--- config.mk ---
export PLATFORM = sky130hd
export DESIGN_NAME = awb_channel_stats
export DESIGN_NICKNAME = d
export VERILOG_FILES = /design/src/rtl/awb_pkg.sv /design/src/rtl/awb_serial_div.sv /design/src/rtl/awb_channel_stats.sv
export SDC_FILE = /design/constraint.sdc
export NUM_CORES = 1
export LEC_CHECK = 0
export ABC_AREA = 1
export BUFFER_PORTS_ARGS = -buffer_cell sky130_fd_sc_hd__buf_2
export CORE_ASPECT_RATIO = 1.1
export CORE_UTILIZATION = 55
export CTS_CLUSTER_SIZE = 40
export DETAILED_ROUTE_END_ITERATION = 7
export MAX_ROUTING_LAYER = met4
export PLACE_DENSITY = 0.75
export SYNTH_ARGS = -nofsm -noshare
export SYNTH_HDL_FRONTEND = slang
export SYNTH_HIERARCHICAL = 1
export SYNTH_SLANG_ARGS = --single-unit
export TNS_END_PERCENT = 50
--- constraint.sdc ---
create_clock -name clk -period 2.2 [get_ports clk]
set_input_delay 0.66 -clock clk [delete_from_list [all_inputs] [get_ports clk]]
set_output_delay 0.66 -clock clk [all_outputs]
set_load 0.005 [all_outputs]
--- src/rtl/awb_pkg.sv ---
// Shared AWB definitions: fixed-point format of the channel means and the stats FSM states.
package awb_pkg;
  localparam int FRAC_W = 16;
  localparam int MEAN_W = 32;

  typedef enum logic [2:0] {
    IDLE,
    DIV_R,
    DIV_G,
    DIV_B,
    UPDATE
  } awb_state_e;
endpackage

--- src/rtl/awb_serial_div.sv ---
// Unsigned restoring divider, one quotient bit per cycle; done pulses DVD_W+1 cycles after start.
module awb_serial_div #(
  parameter int DVD_W = 46,
  parameter int DVS_W = 22
) (
  input  logic             clk,
  input  logic             reset_n,
  input  logic             start,
  input  logic [DVD_W-1:0] dividend,
  input  logic [DVS_W-1:0] divisor,
  output logic [DVD_W-1:0] quotient,
  output logic             done
);
  localparam int CW = $clog2(DVD_W + 1);

  // dq_q shifts the dividend out at the top while quotient bits enter at the bottom
  logic [DVD_W-1:0] dq_q, dq_d;
  logic [DVS_W-1:0] rem_q, rem_d, dvs_q, dvs_d;
  logic [CW-1:0]    cnt_q, cnt_d;
  logic             done_q, done_d;
  logic [DVS_W:0]   trial;

  always_comb begin
    dq_d   = dq_q;
    rem_d  = rem_q;
    dvs_d  = dvs_q;
    cnt_d  = cnt_q;
    done_d = 1'b0;
    trial  = {rem_q, dq_q[DVD_W-1]};
    if (start) begin
      dq_d  = dividend;
      rem_d = '0;
      dvs_d = divisor;
      cnt_d = CW'(DVD_W);
    end else if (cnt_q != '0) begin
      if (trial >= {1'b0, dvs_q}) begin
        rem_d = DVS_W'(trial - {1'b0, dvs_q});
        dq_d  = {dq_q[DVD_W-2:0], 1'b1};
      end else begin
        rem_d = trial[DVS_W-1:0];
        dq_d  = {dq_q[DVD_W-2:0], 1'b0};
      end
      cnt_d  = cnt_q - CW'(1);
      done_d = (cnt_q == CW'(1));
    end
  end

  always_ff @(posedge clk) begin
    if (!reset_n) begin
      dq_q   <= '0;
      rem_q  <= '0;
      dvs_q  <= '0;
      cnt_q  <= '0;
      done_q <= 1'b0;
    end else begin
      dq_q   <= dq_d;
      rem_q  <= rem_d;
      dvs_q  <= dvs_d;
      cnt_q  <= cnt_d;
      done_q <= done_d;
    end
  end

  assign quotient = dq_q;
  assign done     = done_q;
endmodule

--- src/rtl/awb_channel_stats.sv ---
// Per-frame R/G/B accumulation of unsaturated pixels; at vsync fall the sums are snapshotted
// and divided by the pixel count to publish 16.16 channel means during the next frame.
module awb_channel_stats
  import awb_pkg::*;
#(
  parameter int DATA_W = 8,
  parameter int CNT_W  = 22,
  parameter int SAT_TH = 250
) (
  input  logic              clk,
  input  logic              reset_n,
  input  logic              vsync,
  input  logic              de,
  input  logic [DATA_W-1:0] pix_R,
  input  logic [DATA_W-1:0] pix_G,
  input  logic [DATA_W-1:0] pix_B,
  output logic [MEAN_W-1:0] mean_R,
  output logic [MEAN_W-1:0] mean_G,
  output logic [MEAN_W-1:0] mean_B,
  output logic [CNT_W-1:0]  pixel_count,
  output logic              mean_valid,
  output logic              busy
);
  localparam int SUM_W = DATA_W + CNT_W;
  localparam int DW    = SUM_W + FRAC_W;
  localparam logic [DATA_W:0]  SAT_V   = (DATA_W + 1)'(SAT_TH);
  localparam logic [CNT_W-1:0] CNT_MAX = '1;

  awb_state_e        state_q, state_d;
  logic              vsync_q, rise, fall, pix_ok, acc, cnt_zero;
  logic [SUM_W-1:0]  sum_r_q, sum_g_q, sum_b_q, snap_r_q, snap_g_q, snap_b_q, div_sum;
  logic [CNT_W-1:0]  cnt_q, snap_cnt_q, pcnt_q;
  logic [MEAN_W-1:0] temp_r_q, temp_g_q, mean_r_q, mean_g_q, mean_b_q, quot_mean;
  logic              issued_q, div_start, div_done, div_ack;
  logic [DW-1:0]     div_quot;

  assign rise     = vsync & ~vsync_q;
  assign fall     = ~vsync & vsync_q;
  assign pix_ok   = ({1'b0, pix_R} < SAT_V) && ({1'b0, pix_G} < SAT_V) && ({1'b0, pix_B} < SAT_V);
  assign acc      = vsync & vsync_q & de & pix_ok & (cnt_q != CNT_MAX);
  assign cnt_zero = (cnt_q == '0);
  // A done only belongs to the current state once that state has issued its own start
  assign div_ack   = div_done & issued_q;
  assign quot_mean = MEAN_W'(div_quot);

  always_comb begin
    div_sum = snap_r_q;
    case (state_q)
      DIV_G:   div_sum = snap_g_q;
      DIV_B:   div_sum = snap_b_q;
      default: div_sum = snap_r_q;
    endcase
  end

  awb_serial_div #(
    .DVD_W(DW),
    .DVS_W(CNT_W)
  ) u_div (
    .clk     (clk),
    .reset_n (reset_n),
    .start   (div_start),
    .dividend({div_sum, {FRAC_W{1'b0}}}),
    .divisor (snap_cnt_q),
    .quotient(div_quot),
    .done    (div_done)
  );

  always_ff @(posedge clk) begin
    if (!reset_n) state_q <= IDLE;
    else          state_q <= state_d;
  end

  always_comb begin
    state_d = state_q;
    if (fall) begin
      state_d = cnt_zero ? UPDATE : DIV_R;
    end else begin
      case (state_q)
        DIV_R:   if (div_ack) state_d = DIV_G;
        DIV_G:   if (div_ack) state_d = DIV_B;
        DIV_B:   if (div_ack) state_d = UPDATE;
        UPDATE:  state_d = IDLE;
        default: state_d = state_q;
      endcase
    end
  end

  always_comb begin
    busy       = (state_q != IDLE);
    mean_valid = (state_q == UPDATE);
    div_start  = 1'b0;
    if (state_q == DIV_R || state_q == DIV_G || state_q == DIV_B) div_start = ~issued_q;
  end

  always_ff @(posedge clk) begin
    if (!reset_n) begin
      vsync_q    <= 1'b0;
      sum_r_q    <= '0;
      sum_g_q    <= '0;
      sum_b_q    <= '0;
      cnt_q      <= '0;
      snap_r_q   <= '0;
      snap_g_q   <= '0;
      snap_b_q   <= '0;
      snap_cnt_q <= '0;
      issued_q   <= 1'b0;
      temp_r_q   <= '0;
      temp_g_q   <= '0;
      mean_r_q   <= '0;
      mean_g_q   <= '0;
      mean_b_q   <= '0;
      pcnt_q     <= '0;
    end else begin
      vsync_q <= vsync;
      if (rise) begin
        sum_r_q <= '0;
        sum_g_q <= '0;
        sum_b_q <= '0;
        cnt_q   <= '0;
      end else if (acc) begin
        sum_r_q <= sum_r_q + SUM_W'(pix_R);
        sum_g_q <= sum_g_q + SUM_W'(pix_G);
        sum_b_q <= sum_b_q + SUM_W'(pix_B);
        cnt_q   <= cnt_q + CNT_W'(1);
      end
      if (fall) begin
        snap_r_q   <= sum_r_q;
        snap_g_q   <= sum_g_q;
        snap_b_q   <= sum_b_q;
        snap_cnt_q <= cnt_q;
      end
      if (fall || state_d != state_q) issued_q <= 1'b0;
      else if (div_start)             issued_q <= 1'b1;
      if (div_ack && !fall && state_q == DIV_R) temp_r_q <= quot_mean;
      if (div_ack && !fall && state_q == DIV_G) temp_g_q <= quot_mean;
      // Means change only on entry to UPDATE so the published triplet is always consistent
      if (fall && cnt_zero) begin
        mean_r_q <= '0;
        mean_g_q <= '0;
        mean_b_q <= '0;
        pcnt_q   <= '0;
      end else if (div_ack && !fall && state_q == DIV_B) begin
        mean_r_q <= temp_r_q;
        mean_g_q <= temp_g_q;
        mean_b_q <= quot_mean;
        pcnt_q   <= snap_cnt_q;
      end
    end
  end

  assign mean_R      = mean_r_q;
  assign mean_G      = mean_g_q;
  assign mean_B      = mean_b_q;
  assign pixel_count = pcnt_q;
endmodule

==> qor.yml <==
status: "finished clean"
rsz0062_at_grt: "yes"
dr.max_layer_used: "met4"
syn_avg_cell_area_um2: 6.89
async_flop_share_pct: 0
grt_usage_pct: 30.9
criticalPathCategory: "reg2out"
wl_met1_mm: 29.3
grt_pass1_vias: 21800
num-fill-cells: 3935
num_vias: 23500
irDropWorstVdd_v: 0.000690
fin_setup_tns_ps: 0
clock_sinks: 508
die_height_um: 223
max_cap_viol_count: 0
worstPathCellList: "inv_1 > nor3_4 > buf_2"
min_from: "pix_R[0]"
clock.fmax_mhz: 470
dr.pass1.iters: 6
clock_skew_ps: 33.4
max_stage_delay_ps: 370
num_rows: 80
core_um2: 43500
min_to: "sum_r_q[0]"
layout-drive-gt1-share_pct: 13.3
rr_worst_depth: 9
min_period_ps: 2130
power_mw: 25.3
grt_pass1_wl_mm: 110
synth_top_area_share_pct: 41.8
fp.dieW_um: 202
dp_hpwl_mm: 48.8
wl_per_cell_um: 15.8
cts_buffers: 50
route.detailed.drc: 0
r2r-end: "mean_R[21]"
fin_nets: 3803
ioPinCount: 148
path_clk_slew_ps: 70
postCtsHoldBufs: 0
ys_warn_count: 6
antenna_left: 0
grt_max_degree: 193
p_leak_nw: 12.0
ys_types: 56
power.density_nw_per_um2: 888
initial_core_util_pct: 55.8
drv_slew: 0
dp_cells: 4241
cp_slowest_cell: "dfxtp_2"
cts_root_buf: "clkbuf_16"
required_ps: 1540
place.gp.congestion: 0.985
hold_viol: 0
worst-slew-pin-transition_ps: 650
io_buffers: 147
cts_tree: "yes"
endpoint_kind: "output port"
grt_antenna_before_repair: 1
clock_latency_ps: 630
timing.hold.ws_ps: 418
path_max_fanout: 5
synth_cells: 3527
drtIter0Drc: 2024
wl_met3_mm: 3.98
htreeDepth: 2
dominantRegCellSynth: "dfxtp_1"
most-common-layout-cells: "928 x nand2_1, 504 x dfxtp_1, 378 x a21oi_1, 336 x nor2_1, 330 x nand3_1"
timing.rr.start: "cnt_q[0]"
grt_overflow: 0
min_period_over_period_pct: 96.8
start_kind: "flip-flop"
fin_cells: 4337
rrSetupSlack_ps: 110
via_per_inst: 5.43
synth_top_area_cell: "dfxtp_1"
final-setup-viol-count: 0
relSlewSlack_pct: 56.6
holdPathStages: 4
crit_arrival_ps: 1470
ys_ff_latch: 508
die_area_um2: 45100
hold_path_class: "in2reg"
synth_edf_count: 0
cts.path.max_buffers: 3
synth.area.top_cells: "dfxtp_1 42%, nand2_1 14%, a21oi_1 7.8%"
wl_mm: 68.6
area_growth_pct: 17.0
syn_area_um2: 24300
final_common_cell: "nand2_1"
synth-seq-area-share_pct: 41.8
wl_met2_mm: 32.9
flip-flops by register name (all words and copies together), names as in the netlist, 30 cells and up:
signal / flops
temp_r_q: 32
mean_R: 32
snap_g_q: 30
sum_g_q: 30
sum_b_q: 30
temp_g_q: 32
mean_G: 32
sum_r_q: 30
snap_r_q: 30
snap_b_q: 30
u_div/quotient: 46
mean_B: 32
report_power, final:
| part | internal [mW] | total (mW) | switching, mW |
|---|---|---|---|
| clock | 5.18 | 9.05 | 3.87 |
| sequential | 9.58 | 9.95 | 0.374 |
| combinational | 2.31 | 6.26 | 3.95 |
| total | 17.1 | 25.3 | 8.19 |
area by class of cell:
class                   instances  area (um^2)  area share, %
multi-input cells            2541        12400           43.5
inverters                     314         1180           4.15
repair buffers                305         2240           7.88
diodes                          1         2.50        0.00880
clock buffers                  69         1420           5.00
clock inverters                25          338           1.19
well taps                     574          718           2.52
flip-flops and latches        508        10200           35.8
Yosys cell counts, types with 2 or more instances:
| master | n |
|---|---|
| nand3_2 | 4 |
| inv_2 | 17 |
| a221oi_2 | 2 |
| a21boi_0 | 2 |
| nor2_4 | 7 |
| buf_4 | 2 |
| a31oi_1 | 27 |
| xor2_1 | 26 |
| nand3_1 | 334 |
| nor3_1 | 25 |
| a22oi_1 | 19 |
| clkbuf_1 | 117 |
| dfxtp_1 | 508 |
| buf_1 | 7 |
| a21oi_1 | 379 |
| fa_1 | 4 |
| nor3b_1 | 3 |
| buf_2 | 35 |
| buf_6 | 15 |
| nand2_8 | 2 |
| o21bai_1 | 4 |
| nand2_4 | 3 |
| inv_1 | 295 |
| a21o_1 | 2 |
| nand3b_1 | 6 |
| nor4_1 | 4 |
| xnor2_1 | 16 |
| buf_8 | 2 |
| o21ai_0 | 224 |
| o21ai_1 | 8 |
| nand2_1 | 934 |
| nor2_2 | 11 |
| nand2_2 | 14 |
| a21oi_2 | 5 |
| nor2_1 | 343 |
| and2_1 | 4 |
| a211oi_1 | 3 |
| ha_1 | 51 |
| or2_2 | 5 |
| nand4_1 | 41 |
| nor2_8 | 2 |
worst max path at each step:
| stage | from | endpoint | slack (ps) | cells after the start |
|---|---|---|---|---|
| 6_report | state_q[2] | mean_valid | 70 | 3 |
| 5_1_grt | u_div/dvs_q[6] | u_div/rem_q[12] | -10 | 15 |
| 3_3_place_gp | pix_G[0] | sum_g_q[18] | -200 | 14 |
| 3_5_place_dp | pix_G[0] | sum_g_q[18] | -210 | 14 |
| 2_1_floorplan | pix_G[0] | sum_g_q[18] | 7 | 13 |
| 4_1_cts | state_q[2] | mean_valid | -30 | 3 |
critical path: cells and delay by family (launching register included):
kind                   cells  cell delay, ps
DFF                        1             370
and+or+nand+nor            1             200
buffers and inverters      2             260
routing by layer:
metal	up-vias	track usage [%]
met2	784	51.3
met3	154	3.45
met5	-	-
met4	0	11.5
li1	11900	-
met1	10700	38.5
logic make-up after synthesis:
logic type | Yosys count | synth area share [%]
AND/OR/NAND/NOR | 1746 | 30.5
AO/OA/AOI/OAI | 682 | 14.8
flip-flops | 508 | 41.8
buffers and inverters | 493 | 8.39
adder cells (fa/ha/maj) | 55 | 2.95
XOR/XNOR | 42 | 1.51
other | 1 | 0.0154
what timing repair did:
action	4_1_cts	5_1_grt
buffers inserted	0	1
pin swaps	0	1
gates resized for setup	3	22
setup endpoints to repair	2	32
per-stage QoR:
step	instance area (um^2)	setup WS (ps)	utilization, %
2_1_floorplan	24400	6.52	-
3_3_place_gp	26600	-198	61.0
3_5_place_dp	26600	-214	61.0
4_1_cts	28300	-25.5	65.1
5_1_grt	28400	-12.0	65.3
6_report	28400	70.3	65.3
(Power assumes the default switching activity.)
